### config.mk
export PLATFORM = sky130hd
export DESIGN_NAME = burst_cache_adapter
export DESIGN_NICKNAME = d
export VERILOG_FILES = /design/src/rtl/cache_types_pkg.sv /design/src/rtl/burst_line_buffer.sv /design/src/rtl/burst_cache_adapter.sv
export SDC_FILE = /design/constraint.sdc
export NUM_CORES = 1
export LEC_CHECK = 0
export ABC_AREA = 0
export CORE_AREA = 2 2 294 296
export CTS_CLUSTER_DIAMETER = 150
export DETAILED_ROUTE_END_ITERATION = 12
export DIE_AREA = 0 0 296 298
export SYNTH_ARGS = -nofsm -noshare
export SYNTH_HDL_FRONTEND = slang
export SYNTH_SLANG_ARGS = --single-unit
### constraint.sdc
create_clock -name i_clk -period 3.6 [get_ports i_clk]
set_input_delay 0.36 -clock i_clk [delete_from_list [all_inputs] [get_ports i_clk]]
set_output_delay 0.36 -clock i_clk [all_outputs]
set_load 0.1 [all_outputs]
### src/rtl/cache_types_pkg.sv
// Shared types and default geometry for the cache line <-> memory bus burst adapter.
package cache_types;

  localparam int unsigned DEF_LINE_BITS = 256;
  localparam int unsigned DEF_BUS_BITS  = 64;
  localparam int unsigned DEF_ADDR_BITS = 32;

  typedef enum logic [1:0] {
    IDLE     = 2'd0,
    RD_WAIT  = 2'd1,
    RD_DRAIN = 2'd2,
    WR_BURST = 2'd3
  } adapter_state_t;

endpackage

### src/rtl/burst_line_buffer.sv
// BEATS x BUS_BITS slot array shared by the fill path (per-slot writes) and the
// writeback path (full-line load, per-beat read-out).
module burst_line_buffer #(
  parameter int unsigned BEATS    = 4,
  parameter int unsigned BUS_BITS = 64,
  localparam int unsigned IDX_W   = $clog2(BEATS)
) (
  input  logic                            i_clk,
  input  logic                            i_rst,
  input  logic                            i_load,
  input  logic [BEATS*BUS_BITS-1:0]       i_line,
  input  logic                            i_wr_en,
  input  logic [IDX_W-1:0]                i_wr_slot,
  input  logic [BUS_BITS-1:0]             i_wr_data,
  input  logic [IDX_W-1:0]                i_rd_slot,
  output logic [BUS_BITS-1:0]             o_rd_data,
  output logic [(BEATS-1)*BUS_BITS-1:0]   o_fill_prefix
);

  logic [BUS_BITS-1:0] r_slots [BEATS];

  always_ff @(posedge i_clk) begin
    if (i_rst) begin
      for (int i = 0; i < int'(BEATS); i++) begin
        r_slots[i] <= '0;
      end
    end else if (i_load) begin
      for (int i = 0; i < int'(BEATS); i++) begin
        r_slots[i] <= i_line[i*BUS_BITS +: BUS_BITS];
      end
    end else if (i_wr_en) begin
      r_slots[i_wr_slot] <= i_wr_data;
    end
  end

  assign o_rd_data = r_slots[i_rd_slot];

  // The last slot never feeds the fill response: the final beat bypasses straight from the bus.
  always_comb begin
    o_fill_prefix = '0;
    for (int i = 0; i < int'(BEATS) - 1; i++) begin
      o_fill_prefix[i*BUS_BITS +: BUS_BITS] = r_slots[i];
    end
  end

endmodule

### src/rtl/burst_cache_adapter.sv
// Cache line <-> memory bus burst adapter: splits writebacks into beats, coalesces
// tagged read beats into a line, and drains squashed reads instead of aborting them.
//
// state    | meaning
// IDLE     | no burst outstanding; read request wins over write
// RD_WAIT  | fill burst issued, collecting beats tagged with the latched address
// RD_DRAIN | fill squashed by a mispredict; swallowing its remaining beats
// WR_BURST | writeback in progress, beat 0 already accepted
module burst_cache_adapter
  import cache_types::*;
#(
  parameter int unsigned LINE_BITS = DEF_LINE_BITS,
  parameter int unsigned BUS_BITS  = DEF_BUS_BITS,
  parameter int unsigned ADDR_BITS = DEF_ADDR_BITS
) (
  input  logic                 i_clk,
  input  logic                 i_rst,
  input  logic [ADDR_BITS-1:0] i_cache_addr,
  input  logic                 i_cache_read,
  input  logic                 i_cache_write,
  input  logic [LINE_BITS-1:0] i_cache_wdata,
  output logic [LINE_BITS-1:0] o_cache_rdata,
  output logic                 o_cache_resp,
  output logic [ADDR_BITS-1:0] o_mem_addr,
  output logic                 o_mem_read,
  output logic                 o_mem_write,
  output logic [BUS_BITS-1:0]  o_mem_wdata,
  input  logic                 i_mem_ready,
  input  logic [BUS_BITS-1:0]  i_mem_rdata,
  input  logic [ADDR_BITS-1:0] i_mem_raddr,
  input  logic                 i_mem_rvalid,
  output logic                 o_request,
  output logic                 o_write_complete,
  input  logic                 i_branch_mispredict
);

  localparam int unsigned BEATS = LINE_BITS / BUS_BITS;
  localparam int unsigned CNT_W = $clog2(BEATS);
  localparam logic [CNT_W-1:0]     LAST_BEAT = CNT_W'(BEATS - 1);
  localparam logic [ADDR_BITS-1:0] OFFS_MASK = ADDR_BITS'(LINE_BITS / 8 - 1);

  adapter_state_t         r_state, w_state_nxt;
  logic [CNT_W-1:0]       r_beat_cnt, w_beat_cnt_nxt;
  logic [ADDR_BITS-1:0]   r_addr, w_addr_nxt;
  logic [ADDR_BITS-1:0]   w_addr_aligned;
  logic                   w_match;
  logic                   w_last_beat;
  logic                   w_buf_load;
  logic                   w_buf_wr_en;
  logic [BUS_BITS-1:0]    w_buf_rd_data;
  logic [LINE_BITS-BUS_BITS-1:0] w_fill_prefix;

  assign w_addr_aligned = i_cache_addr & ~OFFS_MASK;
  assign w_match        = i_mem_rvalid && (i_mem_raddr == r_addr);
  assign w_last_beat    = (r_beat_cnt == LAST_BEAT);
  assign o_request      = i_cache_read | i_cache_write;
  assign o_cache_rdata  = {i_mem_rdata, w_fill_prefix};

  burst_line_buffer #(
    .BEATS    (BEATS),
    .BUS_BITS (BUS_BITS)
  ) u_line_buf (
    .i_clk         (i_clk),
    .i_rst         (i_rst),
    .i_load        (w_buf_load),
    .i_line        (i_cache_wdata),
    .i_wr_en       (w_buf_wr_en),
    .i_wr_slot     (r_beat_cnt),
    .i_wr_data     (i_mem_rdata),
    .i_rd_slot     (r_beat_cnt),
    .o_rd_data     (w_buf_rd_data),
    .o_fill_prefix (w_fill_prefix)
  );

  always_ff @(posedge i_clk) begin
    if (i_rst) begin
      r_state    <= IDLE;
      r_beat_cnt <= '0;
      r_addr     <= '0;
    end else begin
      r_state    <= w_state_nxt;
      r_beat_cnt <= w_beat_cnt_nxt;
      r_addr     <= w_addr_nxt;
    end
  end

  always_comb begin
    w_state_nxt      = r_state;
    w_beat_cnt_nxt   = r_beat_cnt;
    w_addr_nxt       = r_addr;
    w_buf_load       = 1'b0;
    w_buf_wr_en      = 1'b0;
    o_mem_read       = 1'b0;
    o_mem_write      = 1'b0;
    o_cache_resp     = 1'b0;
    o_write_complete = 1'b0;
    o_mem_addr       = r_addr;
    o_mem_wdata      = w_buf_rd_data;

    case (r_state)
      IDLE: begin
        o_mem_addr  = w_addr_aligned;
        o_mem_wdata = i_cache_wdata[BUS_BITS-1:0];
        if (i_cache_read) begin
          o_mem_read = ~i_branch_mispredict;
          if (!i_branch_mispredict && i_mem_ready) begin
            w_addr_nxt     = w_addr_aligned;
            w_beat_cnt_nxt = '0;
            w_state_nxt    = RD_WAIT;
          end
        end else if (i_cache_write && !i_branch_mispredict) begin
          o_mem_write = 1'b1;
          // Beat 0 goes straight from the cache port; the buffer serves the rest.
          if (i_mem_ready) begin
            w_buf_load     = 1'b1;
            w_addr_nxt     = w_addr_aligned;
            w_beat_cnt_nxt = CNT_W'(1);
            w_state_nxt    = WR_BURST;
          end
        end
      end

      WR_BURST: begin
        o_mem_write = 1'b1;
        if (i_mem_ready) begin
          w_beat_cnt_nxt = r_beat_cnt + 1'b1;
          if (w_last_beat) begin
            o_cache_resp     = 1'b1;
            o_write_complete = 1'b1;
            w_state_nxt      = IDLE;
          end
        end
      end

      RD_WAIT: begin
        if (w_match) begin
          w_buf_wr_en    = 1'b1;
          w_beat_cnt_nxt = r_beat_cnt + 1'b1;
        end
        if (w_match && w_last_beat) begin
          o_cache_resp = ~i_branch_mispredict;
          w_state_nxt  = IDLE;
        end else if (i_branch_mispredict) begin
          w_state_nxt = RD_DRAIN;
        end
      end

      RD_DRAIN: begin
        if (w_match) begin
          w_beat_cnt_nxt = r_beat_cnt + 1'b1;
          if (w_last_beat) begin
            w_state_nxt = IDLE;
          end
        end
      end

      default: begin
        w_state_nxt = IDLE;
      end
    endcase

    if (i_rst) begin
      o_mem_read       = 1'b0;
      o_mem_write      = 1'b0;
      o_cache_resp     = 1'b0;
      o_write_complete = 1'b0;
    end
  end

endmodule
# [After elaboration in Yosys (flattened, before gate mapping)]
# Memories as Yosys holds them, arrays and structs flattened. A register that Yosys moved wholly into a read port is not among the register bits.
# Cells that the tools add are included.
[classes] add_sub_neg=1 n_reduce_logical=13 bitwise=6 eq_ne=13 muxes=61
[ops] op="64-bit two-way mux" count=6
[ops] op="32-bit two-way mux" count=5
[ops] op="64-bit OR reduction" count=1
[ops] op="2-bit two-way mux" count=18
[ops] op="32-bit == test" count=1
[ops] op="1-bit two-way mux" count=28
[ops] op="3-bit != test, second input constant" count=4
[ops] op="2-bit one-hot mux with 4 select lines" count=1
[ops] op="2-bit == test, second input constant" count=3
[ops] op="2-bit one-hot mux with 3 select lines" count=1
[ops] op="6-bit AND reduction" count=1
[ops] op="1-bit bitwise OR" count=5
[ops] op="5-bit AND reduction" count=1
[ops] op="1-bit logical AND" count=4
[ops] op="2-bit by 1-bit != test with 1-bit output, second input constant" count=2
[ops] op="2-bit != test, second input constant" count=2
[ops] op="1-bit one-hot mux with 2 select lines" count=2
[ops] op="4-bit AND reduction" count=1
[ops] op="2-bit nonzero test" count=2
[ops] op="2-bit by 1-bit adder with 2-bit output, second input constant" count=1
[ops] op="2-bit by 1-bit == test with 1-bit output, second input constant" count=1
[ops] op="2-bit zero test" count=1
[ops] op="2-bit OR reduction" count=1
[ops] op="1-bit zero test" count=1
[ops] op="1-bit inverter" count=1
[totals] ramBits=256 ff_bits=36 in_bits=391 n_memories=1 wordCells=98
[memory_table] name="u_line_buf.r_slots" words=4 word_bits=64 read_ports=4 rd_clocked_by_memory_dff=1 write_ports=4 line="burst_line_buffer.sv:20" rtl="logic [BUS_BITS-1:0] r_slots [BEATS];"

# [Logic depth before layout (Yosys ltp)]
# Gate-level depths: netlist (run 1).
[depth] depth_word=10 depth_mapped=10

# [Hierarchy]
# A second synthesis (run 1) with hierarchy kept.
[unflattened] cells_unflattened=1132 hier_area_um2=16044.1
[by_module_without_submodules] mod="burst_line_buffer" seq_area_each_um2=7687.4 cells_per_inst=743 area_per_inst_um2=12705.9 n_inst=1
[by_module_without_submodules] mod="burst_cache_adapter" seq_area_each_um2=620.6 cells_per_inst=389 area_per_inst_um2=3338.2 n_inst=1

# [Worst setup path before layout (run 1)]
# OpenSTA, ideal clock, no wires.
[synth_timing] path_type="reg-to-reg" start="reg r_state[0]" end="mem u_line_buf.r_slots[0][0] (enable)" stages_incl_launch_ff=10 path_slack_ns=-0.300 arrival_time_ns=3.467 required_time_ns=3.167 cell_sequence="dfxtp_1 inv_1 ha_1 buf_2 nor2b_1 a31oi_2 nand2_1 nor4_2 buf_4 nand2b_1"
[synth_lines] element="start, declared" line="burst_cache_adapter.sv:42" rtl="adapter_state_t r_state, w_state_nxt;"
[synth_lines] element="start signal, assigned" line="burst_cache_adapter.sv:81" rtl="r_state <= w_state_nxt;"
[synth_lines] element="end, declared" line="burst_line_buffer.sv:20"

# [Worst setup path in the final report (run 1)]
[layout_timing] start="reg r_addr[28]" end="out o_cache_resp"
[layout_via] elab_chain_cells=6
[layout_rtl] element="start, declared" line="burst_cache_adapter.sv:44" rtl="logic [ADDR_BITS-1:0] r_addr, w_addr_nxt;"
[layout_rtl] element="start signal, assigned" line="burst_cache_adapter.sv:83" rtl="r_addr <= w_addr_nxt;"
[layout_rtl] element="32-bit == test" line="burst_cache_adapter.sv:54" rtl="assign w_match = i_mem_rvalid && (i_mem_raddr == r_addr);"
[layout_rtl] element="1-bit logical AND" line="burst_cache_adapter.sv:54"
[layout_rtl] element="1-bit logical AND" line="burst_cache_adapter.sv:140" rtl="if (w_match && w_last_beat) begin"
[layout_rtl] element="1-bit two-way mux" line="burst_cache_adapter.sv:140"
[layout_rtl] element="1-bit one-hot mux with 2 select lines" line="burst_cache_adapter.sv:100" rtl="case (r_state)"
[layout_rtl] element="1-bit two-way mux" line="burst_cache_adapter.sv:162" rtl="if (i_rst) begin"
[layout_rtl] element="end, declared" line="burst_cache_adapter.sv:23" rtl="output logic o_cache_resp,"
# Every way passes these cells.

==> results of run 1 <==
-- state kept, by name, summed over array words and instances, names as in the netlist, named ones only --
| signal | flops |
|---|---|
| r_addr | 27 |
| u_line_buf.r_slots | 256 |
| r_beat_cnt | 2 |
| r_state | 2 |
-- report_power, final --
| part | internal, mW | leakage (nW) | switching, mW |
|---|---|---|---|
| Combinational | 1.94 | 5.42 | 5.09 |
| Sequential | 3.90 | 2.93 | 0.175 |
| Clock | 2.13 | 0.564 | 1.50 |
-- cell type report --
cell class                 instances  area [sq um]  share of cell area
clock inverter                    21           216             0.00879
clock buffer                      42           923              0.0375
antenna                            3          7.51            0.000305
inverter                          11          41.3             0.00168
tap                             1144          1430              0.0581
multi-input combinational        618          6050               0.246
timing repair buffer             778          7610               0.309
sequential                       289          8360               0.339
-- per-layer routing --
metal	vias up	share of wire
met2	696	0.51
met4	10	0.034
met5	-	0.00093
met3	118	0.086
met1	6607	0.37
li1	5608	-
-- synth_stat cells, types with 2 or more instances --
library cell and count:
edfxtp_1 256, nor4_1 8, clkbuf_1 53, nand4_1 3
buf_6 15, mux2_2 91, buf_2 13, nand2_1 60
nor3_1 6, buf_4 78, nand3_1 6, xor2_1 27
nor2_1 10, and3_1 2, mux4_2 64, nor2b_1 4
ha_1 9, a21oi_1 28, o21ai_0 3, a22o_1 256
inv_1 11, or3_1 2, o2111ai_1 2, dfxtp_1 33
nand2b_1 8, nor4_2 5
-- worst min-delay path: stages --
cell and delay (ns):
clkdlybuf4s50_1 0.42, nand2_1 0.06, a21oi_1 0.06
-- how the worst max path moves through the flow --
stage | end | slack [ns] | cells after the start | start
after floorplan | u_line_buf.r_slots[0][0] | -0.30 | 9 | r_state[0]
after global placement | u_line_buf.r_slots[2][36] | 0.41 | 8 | i_mem_raddr[28]
after detailed placement | u_line_buf.r_slots[2][41] | 0.39 | 8 | i_mem_raddr[28]
after CTS | o_cache_resp | 0.32 | 7 | r_addr[28]
after global routing | o_cache_resp | 0.33 | 7 | r_addr[28]
final | o_cache_resp | 0.43 | 7 | r_addr[28]
-- kinds of logic (layout without fill, tap and decap cells) --
logic type               after synthesis  in the layout  share of synthesized area
flip-flops                           289            289                      0.543
other                                  1              8                   0.000244
XOR/XNOR                              27             27                     0.0154
AO/OA/AOI/OAI                        302            302                      0.165
adder cells (fa/ha/maj)                9              9                    0.00733
AND/OR/NAND/NOR                      119            119                     0.0388
buffers and inverters                171            852                     0.0692
multiplexers                         156            156                      0.161
-- metrics by stage --
step / worst slack (ns) / instances / hold WS [ns] / power, mW / setup TNS, ns
floorplan: -0.300 / 1078 / 0.459 / 9.29 / -73.83
global placement: 0.408 / 2840 / 0.467 / 11.2 / 0
detailed placement: 0.391 / 2840 / 0.476 / 11.2 / 0
CTS: 0.321 / 2903 / 0.351 / 14.9 / 0
global route: 0.330 / 2905 / 0.371 / 15.2 / 0
finish: 0.427 / 2906 / 0.395 / 14.7 / 0
==> flow_metrics.py, run 1 <==
metrics = {
    "critical_path": {
        "cp_max_fo": 12,
        "crit_required_ns": 3.24,
        "crit_family": "simple AND/OR/NAND/NOR gates",
        "path_buf_inv": 2,
        "r2r_setup_slack_ns": 0.85,
        "crit_path_top_delay_cell": "nor4_1",
        "worstRegToRegCells": 8,
        "r2r_end": "u_line_buf.r_slots[3][31]",
        "endpoint_kind": "output pin",
        "crit_type": "flip-flop to output pin",
        "critPathArrivalTime_ns": 2.81,
        "crit_chain": "xor2_1 > nor4_1 > nand4_1 > buf_4 > o31a_1 > nor2_1 > buf_12",
        "rr_startpoint": "r_state[0]",
        "critical_path.max_stage_delay_ns": 0.47,
        "critPathLaunchType": "flip-flop",
    },
    "global_routing": {
        "grt_use_met3": 0.0424,
        "antenna_found_initial": 9,
        "use_met1": 0.164,
        "grt_use_met2": 0.267,
        "grt_pass1_vias": 13700,
        "grt_max_degree": 98,
        "grt_use_total": 0.149,
        "gr-total-overflow": 0,
        "grt_pass1_wl_mm": 96.3,
        "grt.busiest_layer": "met2",
    },
    "clock_tree": {
        "clock-sinks": 289,
        "cts.clk_slew.worst_paths_ns": 0.06,
        "cts-root-buf": "clkbuf_16",
        "post_cts_buffers": 0,
        "cts_tree": "built",
        "cts-resized-gates": 0,
        "clock_latency_ns": 0.56,
        "cts_buffers": 36,
        "h-tree-depth": 2,
        "cts_hold_buf": 0,
        "cts_buffer_depth": 3,
    },
    "synth": {
        "syn-cell-area_sq_um": 15400,
        "syn_avg_cell_area_sq_um": 14.3,
        "synthArstFlopShare": 0,
        "yosys_register_bits": 289,
        "synth_flop_cell": "edfxtp_1",
        "synth_top_area_cell": "edfxtp_1",
        "ys_types": 47,
        "synthCells": 1074,
        "ys_warn_count": 0,
        "synth_top_area_share": 0.500,
        "synth.area.top_cells": "edfxtp_1 50%, a22o_1 15%, mux4_2 9.4%, mux2_2 6.7%, dfxtp_1 4.3%",
        "seq_area_frac_synth": 0.543,
        "synth_edf_count": 256,
    },
    "floorplan": {
        "io_pins": 748,
        "fp.dieArea_sq_um": 88200,
        "die_w_microns": 296,
        "start_util": 0.181,
        "coreArea_sq_um": 84900,
        "die_h_microns": 298,
        "num_rows": 107,
    },
    "sta": {
        "finalCriticalPeriod_ns": 3.17,
        "tightest_slew_ns": 1.10,
        "fin_crit_sh": 0.881,
        "rsz0062_at_grt": "no",
        "final_max_slew_viol_count": 0,
        "fin_skew_ns": 0.0414,
        "setup_viol": 0,
        "fmax_mhz": 315,
        "slew_headroom": 0.261,
        "finalHoldViolCount": 0,
    },
    "finish": {
        "n_fill_cell": 8735,
        "layout_commonest_cell": "clkdlybuf4s50_1",
        "area_growth_pct": 60.3,
        "layout_common_cells": "576 x clkdlybuf4s50_1, 256 x a22o_1, 256 x edfxtp_1",
        "drive_above_1_share": 0.241,
        "design_area_sq_um": 24600,
        "nets": 2134,
        "utilization": 0.290,
    },
    "placed_design": {
        "place_hpwl_mm": 50.1,
        "port_buffers": 737,
        "place.gp.congestion": 0.889,
        "dpl_cell_area_sq_um": 23500,
    },
    "power": {
        "p_per_area_nw_per_um2": 598,
        "p_leak_nw": 8.91,
        "peakVddDrop_mv": 0.480,
    },
    "drt": {
        "drc_errors": 0,
        "ant_nets": 0,
        "wl_per_cell_microns": 23.7,
        "drt_iter0_markers": 997,
        "drtPass1Iterations": 5,
        "via_count": 13000,
        "routed_wl_mm": 69.0,
        "via_per_inst": 4.49,
    },
    "worst_hold_path": {
        "hold_depth": 3,
        "min_from": "i_cache_addr[12]",
        "hold_end": "r_addr[12]",
        "hold_class": "input pin to flip-flop",
    },
    "run_status": {
        "outcome": "finished, final reports clean",
    },
    "run": {
        "cap_violations": 0,
    },
}
No activity file was read; power rests on OpenSTA's default activity.
==> run 2: changes to the inputs <==
--- a/config.mk
+++ b/config.mk
@@ -6,10 +6,11 @@
 export NUM_CORES = 1
 export LEC_CHECK = 0
 export ABC_AREA = 0
-export CORE_AREA = 2 2 294 296
+export CORE_AREA = 2 2 293 295
 export CTS_CLUSTER_DIAMETER = 150
 export DETAILED_ROUTE_END_ITERATION = 12
-export DIE_AREA = 0 0 296 298
+export DIE_AREA = 0 0 295 297
+export DONT_BUFFER_PORTS = 1
 export SYNTH_ARGS = -nofsm -noshare
 export SYNTH_HDL_FRONTEND = slang
 export SYNTH_SLANG_ARGS = --single-unit
==> flow_metrics.py, run 2 (synthesized netlist as in run 1, its figures left out) <==
metrics = {
    "run_status": {
        "outcome": "finished, final reports clean",
    },
    "drt": {
        "via_count": 12200,
        "drt_iter0_markers": 1283,
        "wl_per_cell_microns": 25.7,
        "drtPass1Iterations": 5,
        "via_per_inst": 4.82,
        "routed_wl_mm": 65.3,
        "ant_nets": 0,
        "drc_errors": 0,
    },
    "sta": {
        "rsz0062_at_grt": "no",
        "final_max_slew_viol_count": 0,
        "setup_viol": 0,
        "fin_crit_sh": 0.934,
        "finalCriticalPeriod_ns": 3.36,
        "finalHoldViolCount": 0,
        "slew_headroom": 0.177,
        "tightest_slew_ns": 1.23,
        "fmax_mhz": 297,
        "fin_skew_ns": 0.0132,
    },
    "critical_path": {
        "crit_required_ns": 4.00,
        "cp_max_fo": 31,
        "endpoint_kind": "flip-flop",
        "r2r_end": "u_line_buf.r_slots[3][44]",
        "critPathArrivalTime_ns": 3.76,
        "crit_chain": "inv_1 > ha_4 > nor2b_1 > a31oi_2 > buf_4 > nand2_1 > nor4_4 > buf_4 > a22o_1 > dlygate4sd3_1",
        "critPathLaunchType": "flip-flop",
        "crit_type": "flip-flop to flip-flop",
        "crit_path_frequent_cell": "buf_4",
        "critical_path.max_stage_delay_ns": 0.56,
        "r2r_setup_slack_ns": 0.24,
        "crit_path_top_delay_cell": "dlygate4sd3_1",
        "worstRegToRegCells": 10,
        "rr_startpoint": "r_state[0]",
    },
    "clock_tree": {
        "cts-root-buf": "clkbuf_16",
        "post_cts_buffers": 0,
        "clock_latency_ns": 0.54,
        "clock-sinks": 289,
        "cts_buffer_depth": 3,
        "cts_buffers": 34,
        "cts.clk_slew.worst_paths_ns": 0.06,
        "cts_tree": "built",
        "h-tree-depth": 2,
    },
    "global_routing": {
        "grt_max_degree": 131,
        "antenna_found_initial": 8,
        "grt_use_total": 0.139,
        "gr-total-overflow": 0,
        "grt_pass1_vias": 12800,
        "grt_pass1_wl_mm": 89.8,
    },
    "finish": {
        "layout_commonest_cell": "dlygate4sd3_1",
        "largest_reg_flops": 256,
        "layout_common_cells": "298 x dlygate4sd3_1, 256 x a22o_1, 256 x edfxtp_1",
        "regMostFlops": "u_line_buf.r_slots",
        "utilization": 0.250,
        "largest_registers": "u_line_buf.r_slots: 256 flops, r_addr: 27 flops",
        "design_area_sq_um": 21100,
        "area_growth_pct": 37.3,
        "drive_above_1_share": 0.238,
        "nets": 1760,
    },
    "floorplan": {
        "fp.dieArea_sq_um": 87600,
        "die_h_microns": 297,
        "start_util": 0.182,
        "num_rows": 107,
        "io_pins": 748,
        "coreArea_sq_um": 84500,
        "die_w_microns": 295,
    },
    "placed_design": {
        "dpl_cell_area_sq_um": 16900,
        "place_hpwl_mm": 42.9,
        "place.gp.congestion": 0.917,
        "port_buffers": 0,
    },
    "worst_hold_path": {
        "hold_class": "input pin to flip-flop",
        "hold_depth": 1,
        "min_from": "i_cache_wdata[58]",
        "hold_end": "u_line_buf.r_slots[0][58]",
    },
    "power": {
        "peakVddDrop_mv": 0.472,
        "finalPower_mw": 13.6,
        "p_leak_nw": 7.65,
        "p_per_area_nw_per_um2": 643,
    },
    "run": {
        "cap_violations": 0,
    },
}
==> run 2: final cells by class <==
| type | count | area, sq um |
|---|---|---|
| Multi-Input combinational cell | 618 | 6070 |
| Clock inverter | 16 | 206 |
| Fill cell | 8618 | 63400 |
| Clock buffer | 44 | 930 |
| Inverter | 11 | 41.3 |
| Antenna cell | 11 | 27.5 |
| Sequential cell | 289 | 8360 |
| Tap cell | 1144 | 1430 |
| Timing Repair Buffer | 406 | 4030 |
==> run 2: power breakdown <==
part | internal [mW] | switching, mW | total (mW)
clock | 2.18 | 1.46 | 3.64
combinational | 1.20 | 3.99 | 5.19
sequential | 3.90 | 0.836 | 4.74
==> run 2: worst max path at each step <==
stage,cells past startpoint,slack (ns),startpoint,endpoint
2_1_floorplan,9,-0.30,r_state[0],u_line_buf.r_slots[0][0]
3_3_place_gp,7,0.62,i_mem_raddr[18],u_line_buf.r_slots[3][37]
3_5_place_dp,7,0.61,i_mem_raddr[18],u_line_buf.r_slots[3][63]
4_1_cts,8,0.09,r_addr[18],u_line_buf.r_slots[3][51]
5_1_grt,10,0.10,r_state[0],u_line_buf.r_slots[3][50]
6_report,10,0.24,r_state[0],u_line_buf.r_slots[3][44]
==> run 2: repair_timing <==
action                                 4_1_cts  5_1_grt
resized for setup                            0        1
hold buffers                               297        1
endpoints found under the hold margin      245        1
setup endpoints to repair                    0       22
==> run 2: critical path, delay by kind of cell (launching register included) <==
family | cells | cell delay (ns)
buffers and inverters | 4 | 1.40
AND/OR/NAND/NOR | 3 | 0.76
AO/OA/AOI/OAI | 2 | 0.39
flip-flops | 1 | 0.38
adder cells (fa/ha/maj) | 1 | 0.20
==> run 2: routing by layer <==
metal	track usage	part of all wire	up-vias	wire length (microns)
met1	0.154	0.35	6110	22900
met4	0.0792	0.053	2	3480
met3	0.0438	0.11	207	7330
li1	-	-	4866	-
met2	0.234	0.48	1062	31500
met5	0	0.00020	-	13
==> run 2: metrics by stage <==
stage | setup slack [ns] | TNS [ns] | hold WS [ns] | std cells
4_1_cts | 0.0900 | 0 | 0.0000561 | 2527
2_1_floorplan | -0.300 | -73.83 | 0.459 | 1078
5_1_grt | 0.100 | 0 | 0.00563 | 2537
3_5_place_dp | 0.611 | 0 | 0.441 | 2170
6_report | 0.238 | 0 | 0.0303 | 2539
3_3_place_gp | 0.620 | 0 | 0.442 | 2170
==> run 3: changes to the inputs <==
--- a/config.mk
+++ b/config.mk
@@ -11,6 +11,7 @@
 export DETAILED_ROUTE_END_ITERATION = 12
 export DIE_AREA = 0 0 295 297
 export DONT_BUFFER_PORTS = 1
+export GPL_TIMING_DRIVEN = 0
 export SYNTH_ARGS = -nofsm -noshare
 export SYNTH_HDL_FRONTEND = slang
 export SYNTH_SLANG_ARGS = --single-unit
==> flow_metrics.py, run 3 (synthesized netlist as in run 1, its figures left out) <==
metrics = {
    "finish": {
        "n_fill_cell": 8618,
        "largest_registers": "u_line_buf.r_slots: 256 flops, r_addr: 27 flops",
        "drive_above_1_share": 0.244,
        "nets": 1848,
        "regMostFlops": "u_line_buf.r_slots",
        "layout_common_cells": "320 x dlygate4sd3_1, 256 x a22o_1, 256 x edfxtp_1",
        "design_area_sq_um": 21400,
        "largest_reg_flops": 256,
        "layout_commonest_cell": "dlygate4sd3_1",
        "area_growth_pct": 39.4,
    },
    "critical_path": {
        "critPathLaunchType": "flip-flop",
        "crit_type": "flip-flop to output pin",
        "crit_required_ns": 3.24,
        "critPathArrivalTime_ns": 3.15,
        "cp_max_fo": 10,
        "endpoint_kind": "output pin",
    },
    "power": {
        "peakVddDrop_mv": 0.515,
        "p_leak_nw": 7.62,
        "finalPower_mw": 13.8,
        "p_per_area_nw_per_um2": 646,
    },
    "clock_tree": {
        "cts_buffers": 36,
        "h-tree-depth": 2,
        "clock-sinks": 289,
        "cts-root-buf": "clkbuf_16",
        "clock_latency_ns": 0.56,
        "cts_buffer_depth": 3,
        "cts.clk_slew.worst_paths_ns": 0.07,
        "cts_tree": "built",
    },
    "sta": {
        "finalCriticalPeriod_ns": 3.51,
        "finalHoldViolCount": 0,
        "fmax_mhz": 285,
        "whs_ns": 0.0393,
        "tightest_slew_ns": 1.19,
        "slew_headroom": 0.205,
        "fin_crit_sh": 0.975,
        "setup_viol": 0,
        "rsz0062_at_grt": "yes",
        "setup_tns_ns": 0,
        "fin_skew_ns": 0.0318,
        "setup_ws_ns": 0.0908,
        "final_max_slew_viol_count": 0,
    },
    "run": {
        "cap_violations": 0,
    },
    "drt": {
        "ant_nets": 0,
        "wl_per_cell_microns": 30.6,
        "routed_wl_mm": 80.5,
        "via_count": 13000,
        "drt_iter0_markers": 1357,
        "drtPass1Iterations": 5,
        "via_per_inst": 4.94,
        "drc_errors": 0,
    },
    "floorplan": {
        "coreArea_sq_um": 84500,
        "die_h_microns": 297,
        "die_w_microns": 295,
        "io_pins": 748,
        "num_rows": 107,
        "fp.dieArea_sq_um": 87600,
        "start_util": 0.182,
    },
    "run_status": {
        "outcome": "finished, final reports clean",
    },
    "placed_design": {
        "place.gp.congestion": 0.952,
        "dpl_cell_area_sq_um": 17000,
        "place_hpwl_mm": 56.0,
        "place_worst_setup_slack_ns": -0.535,
        "port_buffers": 0,
    },
    "global_routing": {
        "grt_max_degree": 39,
        "grt_pass1_vias": 13700,
        "gr-total-overflow": 0,
        "grt_pass1_wl_mm": 108,
        "antenna_found_initial": 17,
        "grt_use_total": 0.174,
    },
    "worst_hold_path": {
        "hold_class": "input pin to flip-flop",
    },
}
[run 3: where the power goes]
group          total, mW  switching [mW]  internal (mW)
logic               5.33            4.12           1.22
registers           5.12            1.21           3.90
clock network       3.38            1.50           1.88
[run 3: timing repair]
action	4_1_cts	5_1_grt
setup endpoints to repair	530	323
hold buffers	320	0
resized for setup	16	35
hold endpoints to repair	270	0
gates cloned	2	2
buffers inserted	2	1
pin swaps	1	1
[run 3: critical path: stages, from the launching register on]
cell and delay, ns:
dfxtp_1 0.52, xor2_1 0.13, nor4_2 0.37, nand4_1 0.39, buf_2 0.33, o31a_1 0.35
nor2_4 0.50
[run 3: layout make-up]
cell class	instances	area [sq um]	share of cell area
diodes	11	27.5	0.00129
plain buffers	160	1070	0.0500
clock buffers	45	956	0.0446
clock inverters	18	95.1	0.00444
inverters	11	41.3	0.00193
multi-input cells	622	6060	0.283
flip-flops and latches	289	8350	0.390
well taps	1144	1430	0.0668
repair buffers	328	3390	0.158
[run 3: worst paths after layout]
kind,endpoint,slack [ns],depth (start not counted),from
max,o_cache_resp,0.09,6,r_addr[8]
min,u_line_buf.r_slots[2][34],0.04,1,i_cache_wdata[162]
max reg2reg,u_line_buf.r_slots[2][60],0.12,7,r_addr[8]
min reg2reg,r_addr[26],0.48,2,r_addr[26]
[run 3: layer usage]
| metal | track usage | part of all wire | vias up |
|---|---|---|---|
| li1 | - | - | 5052 |
| met1 | 0.194 | 0.35 | 6455 |
| met2 | 0.287 | 0.47 | 1233 |
| met3 | 0.0631 | 0.12 | 247 |
| met4 | 0.0933 | 0.057 | 2 |
| met5 | 0 | 0.00015 | - |
[run 3: stage by stage]
| step | utilization | std cells |
|---|---|---|
| after floorplan | - | 1078 |
| after global placement | 0.199 | 2222 |
| after detailed placement | 0.201 | 2227 |
| after CTS | 0.253 | 2614 |
| after global routing | 0.253 | 2622 |
| final | 0.254 | 2628 |
